`config.mk`:
```
export PLATFORM = sky130hd
export DESIGN_NAME = register_file
export DESIGN_NICKNAME = d
export VERILOG_FILES = /design/src/rtl/register_file_pkg.sv /design/src/rtl/register_file.sv
export SDC_FILE = /design/constraint.sdc
export NUM_CORES = 2
export LEC_CHECK = 0
export BUFFER_PORTS_ARGS = -buffer_cell sky130_fd_sc_hd__clkbuf_2
export CELL_PAD_IN_SITES_DETAIL_PLACEMENT = 1
export CELL_PAD_IN_SITES_GLOBAL_PLACEMENT = 1
export CORE_ASPECT_RATIO = 0.7
export CORE_MARGIN = 1
export CORE_UTILIZATION = 54
export CTS_CLUSTER_SIZE = 20
export DETAILED_ROUTE_END_ITERATION = 10
export HOLD_SLACK_MARGIN = 0.03
export PLACE_DENSITY = 0.83
export SYNTH_ARGS = -nofsm -noshare
export SYNTH_HDL_FRONTEND = slang
export SYNTH_SLANG_ARGS = --single-unit
```
`constraint.sdc`:
```
create_clock -name clk -period 3.54 [get_ports clk]
set_clock_uncertainty 0.05 [all_clocks]
set_input_delay 0.708 -clock clk [delete_from_list [all_inputs] [get_ports clk]]
set_output_delay 0.708 -clock clk [all_outputs]
set_load 0.03 [all_outputs]
```
`src/rtl/register_file_pkg.sv`:
```
// Shared datapath width constants for the core, including the register file geometry.
package register_file_pkg;

    localparam int XLEN_DEF       = 32;
    localparam int RF_DATA_WIDTH  = XLEN_DEF;
    localparam int RF_ADDR_WIDTH  = 5;
    localparam int RF_NUM_REGS    = 2 ** RF_ADDR_WIDTH;
    localparam int IMM_WIDTH      = 12;
    localparam int SHAMT_WIDTH    = 5;

    // Register index 0 is hardwired to zero in the architectural register file.
    function automatic logic is_zero_reg(input logic [RF_ADDR_WIDTH-1:0] idx);
        return (idx == '0);
    endfunction

endpackage

```
`src/rtl/register_file.sv`:
```
// Three-port register file: two combinational read ports and one synchronous write
// port, with register 0 hardwired to zero and a synchronous clear.
module register_file
    import register_file_pkg::*;
#(
    parameter int DATA_WIDTH = RF_DATA_WIDTH,
    parameter int ADDR_WIDTH = RF_ADDR_WIDTH
) (
    input  logic                  clk,
    input  logic                  rst,
    input  logic                  WriteEnable3,
    input  logic [ADDR_WIDTH-1:0] Address1,
    input  logic [ADDR_WIDTH-1:0] Address2,
    input  logic [ADDR_WIDTH-1:0] Address3,
    input  logic [DATA_WIDTH-1:0] WD3,
    output logic [DATA_WIDTH-1:0] RD1,
    output logic [DATA_WIDTH-1:0] RD2
);

    localparam int NUM_REGS = 2 ** ADDR_WIDTH;

    logic [DATA_WIDTH-1:0] regs_q [NUM_REGS];
    logic                  wr_en_d;

    assign wr_en_d = WriteEnable3 && (Address3 != '0);

    // Reset takes priority over any write presented on the same edge.
    always_ff @(posedge clk) begin
        if (rst) begin
            for (int i = 0; i < NUM_REGS; i++) begin
                regs_q[i] <= '0;
            end
        end else if (wr_en_d) begin
            regs_q[Address3] <= WD3;
        end
    end

    // Reads are masked at index 0 so the zero register holds even before the first reset.
    assign RD1 = (Address1 == '0) ? '0 : regs_q[Address1];
    assign RD2 = (Address2 == '0) ? '0 : regs_q[Address2];

endmodule

```
# Yosys cells after proc, flatten, opt, wreduce, memory -nomap -nowiden
# Memories as Yosys holds them, arrays and structs flattened.
# Cells that the tools add are included.
# word_totals
ff_bits,0
mem_bits_rw,1024
in_bits,50
output_inout_bits,64
word_cells,16
n_memories,1
# memory_table
memory,depth,width,rd,rd_ports_with_merged_regs,wr,line_no,source
regs_q,32,32,2,0,32,register_file.sv:22,logic [DATA_WIDTH-1:0] regs_q [NUM_REGS];
# op_classes
mux,10
n_reduce_logical,5
# op_table
op,count
32-bit two-way mux,3
32-bit OR reduction,1
5-bit logical NOT,2
1-bit two-way mux,6
5-bit two-way mux,1
5-bit nonzero test,1
1-bit logical AND,1

# Longest topological paths before layout
# depth
ltp_word,7
depth_mapped,9
depth_no_buf,4

# Worst setup path before layout
# OpenSTA, ideal clock, no wires.
# synth_path
path_type,in2out
start,input port Address2[0]
end,output port RD2[30]
arrival_time_ns,3.145
slack_ns,-0.363
cell_stages,6
cell_sequence,clkbuf_1 -> buf_6 -> buf_4 -> mux4_2 -> mux2i_1 -> a2111oi_0
# synth_between
elab_chain_len,2
# synth_rtl
item,line_no,source
start: declaration,register_file.sv:13,"input logic [ADDR_WIDTH-1:0] Address2,"
memory read 32 x 32 bit or 5-bit logical NOT (tied branches),--,
32-bit two-way mux *,register_file.sv:40,assign RD2 = (Address2 == '0) ? '0 : regs_q[Address2];
end: declaration,register_file.sv:17,output logic [DATA_WIDTH-1:0] RD2
# Mark *: on every way between the ends. The rest lies on a longest branch, timed or not.

# Worst setup path after layout
# layout_path
start,input port Address2[0]
end,output port RD2[13]
# Same word-level chain as after synthesis.

==> results.json <==
{
  "status": "complete, but fails checks",
  "violations": "setup timing",
  "dieWidth_um": 381,
  "start_kind": "primary input",
  "layout_commonest_cell": "edfxtp_1",
  "finalWirelength_mm": 216,
  "critPathMaxFanout": 11,
  "antenna_found_initial": 13,
  "busiest_layer": "met2",
  "synth_top_family_by_area": "multiplexers",
  "ys_top_cells_by_area": "edfxtp_1, mux4_2, and2_1",
  "track_usage": 0.412,
  "drv_slew": 0,
  "postSynth.asyncResetShare": 0,
  "period_share": 1.03,
  "rsz0062_at_grt": "yes",
  "endpoint_kind": "output port",
  "cts_tree": "done",
  "gp_congestion": 0.947,
  "cp.required_ns": 2.78,
  "synth.top_cell.area_share": 0.567,
  "die_y_um": 267,
  "grtUsageMet1": 0.535,
  "synth.avg_cell_area_um2": 15.5,
  "synth.mux.area_fraction": 0.230,
  "final_cell_count_no_fill": 5225,
  "synth-xor-area-share": 0,
  "nNetsFinal": 3866,
  "clock_sinks": 1024,
  "place_area_mm2": 0.0588,
  "dp_hpwl_mm": 132,
  "worst_slew_pin_slew_ns": 1.26,
  "drc_errors": 0,
  "finish.utilization": 0.658,
  "pre_cts_ws_ns": -0.525,
  "fp.coreArea_mm2": 0.0987,
  "top_register": "regs_q",
  "drv_cap": 0,
  "synth_compound_area_frac": 0.0365,
  "postRouteAntennaNets": 0,
  "synth_area_leader_cell": "edfxtp_1",
  "placed_cells_incl_taps": 4964,
  "drive_gt1_frac": 0.374,
  "arrival_ns": 2.88,
  "power_density_mw_per_mm2": 467,
  "clock_path_buffers": 3,
  "port_buffers": 113,
  "largest_register_ff_count": 1024,
  "post_drt_via_cell_ratio": 7.50,
  "first_pass_iters": 5,
  "top_regs": "regs_q x1024",
  "grt_pass1_wl_mm": 295,
  "leakagePower_nw": 23.0,
  "synth_cell_types": 42,
  "syn2layout_area_growth_pct": 19.8,
  "vias": 39200,
  "met2_usage": 0.631,
  "ys_warn_count": 0,
  "wl_per_cell_um": 41.4,
  "grt.overflow.total": 0,
  "row_count": 96,
  "crit_type": "primary input to output port",
  "fin_ws_ns": -0.0976,
  "maxSlewHeadroom": 0.160,
  "synthCells": 3502,
  "finalCriticalPeriod_ns": 3.64,
  "cts_inserted_buffers": 101,
  "fmaxAchievable_mhz": 275,
  "hold_buffers": 0,
  "hold_violations": 0,
  "crit_start": "Address2[0]",
  "synthAdderAreaFrac": 0,
  "synth_simple_gate_area_frac": 0.133,
  "fin_setup_tns_ns": -0.385,
  "grt_pass1_vias": 40200,
  "min_from": "rst",
  "hp-class": "primary input to flop",
  "seq_area_frac_synth": 0.567,
  "ys.flop_type": "edfxtp_1",
  "peakVddDrop_mv": 0.449,
  "stdcell_area_mm2": 0.0649,
  "path_clk_slew_ns": 0.06,
  "htreeDepth": 3,
  "ios": 114,
  "finalPower_mw": 30.3,
  "yosys_register_bits": 1024,
  "synth_edf_count": 1024,
  "grt_use_met3": 0.124,
  "die-area_mm2": 0.102,
  "root_buffer": "clkbuf_16",
  "mostFrequentLayoutCells": "edfxtp_1, and2_1, mux4_2",
  "first_iter_violations": 6979,
  "start_util": 0.549,
  "syn_area_mm2": 0.0542,
  "grt_max_degree": 41,
  "setup_violations": 14,
  "hold_ws_ns": 0.380
}
## cell type report
cell class / instances / area [µm²]
Clock buffer: 118 / 2660
Sequential cell: 1024 / 30700
Clock inverter: 66 / 573
Tap cell: 1323 / 1660
Inverter: 2 / 7.51
Fill cell: 8499 / 33800
Antenna cell: 5 / 12.5
Timing Repair Buffer: 567 / 5720
Multi-Input combinational cell: 2120 / 23600
## metal layers
metal	share of wire	routed length [µm]
met5	0.00023	50
met4	0.065	14200
met3	0.14	30000
met2	0.45	98400
met1	0.34	73700
## repair_timing
| item | 4_1_cts | 5_1_grt |
|---|---|---|
| setup buffers | 35 | 30 |
| gates resized for setup | 235 | 136 |
| cloned | 12 | 7 |
| endpoints found under the setup margin | 64 | 51 |
| pin swaps | 21 | 28 |
## cell usage after synthesis (4+ instances only)
master     number
edfxtp_1     1024
and2_1        995
mux4_2        472
clkbuf_1      272
mux2i_1       150
o22ai_1       103
nor3_1         54
a22o_1         51
buf_2          44
a2111oi_1      41
nor2_1         36
or2_2          33
buf_4          31
mux2_2         30
buf_6          22
buf_1          18
a22oi_1        16
a2111oi_0      14
nor2b_1        14
a21oi_1        12
a211oi_1        7
nand2_1         7
nor4_1          6
nand2b_1        5
nand3_1         5
nand3b_1        5
a221oi_1        4
a32o_1          4
o21ai_0         4
or3b_2          4
## report_power, final
group	switching, mW	internal, mW
sequential	0.476	14.0
clock	5.04	6.02
combinational	2.72	2.08
total	8.24	22.1
## cell families (layout without fill, tap and decap cells)
kind of cell,after synthesis,in the layout
simple gates,1177,1177
flops,1024,1024
mux,652,652
buf+inv,389,753
compound gates,259,259
other cells,1,37
## worst max-delay path, stage by stage
cell,delay [ns]
buf_16,0.15
buf_12,0.13
buf_16,0.15
mux4_2,0.54
a22o_1,0.31
a2111oi_4,0.38
nor3_2,0.13
buf_4,0.19
clkbuf_4,0.18
## path summary, 6_finish.rpt
kind                       endpoint  slack [ns]  cells past startpoint
worst min-delay path  regs_q[0][10]        0.38                      1
worst max-delay path        RD2[13]        -0.1                      9
Power figures use the tool's default switching activity.
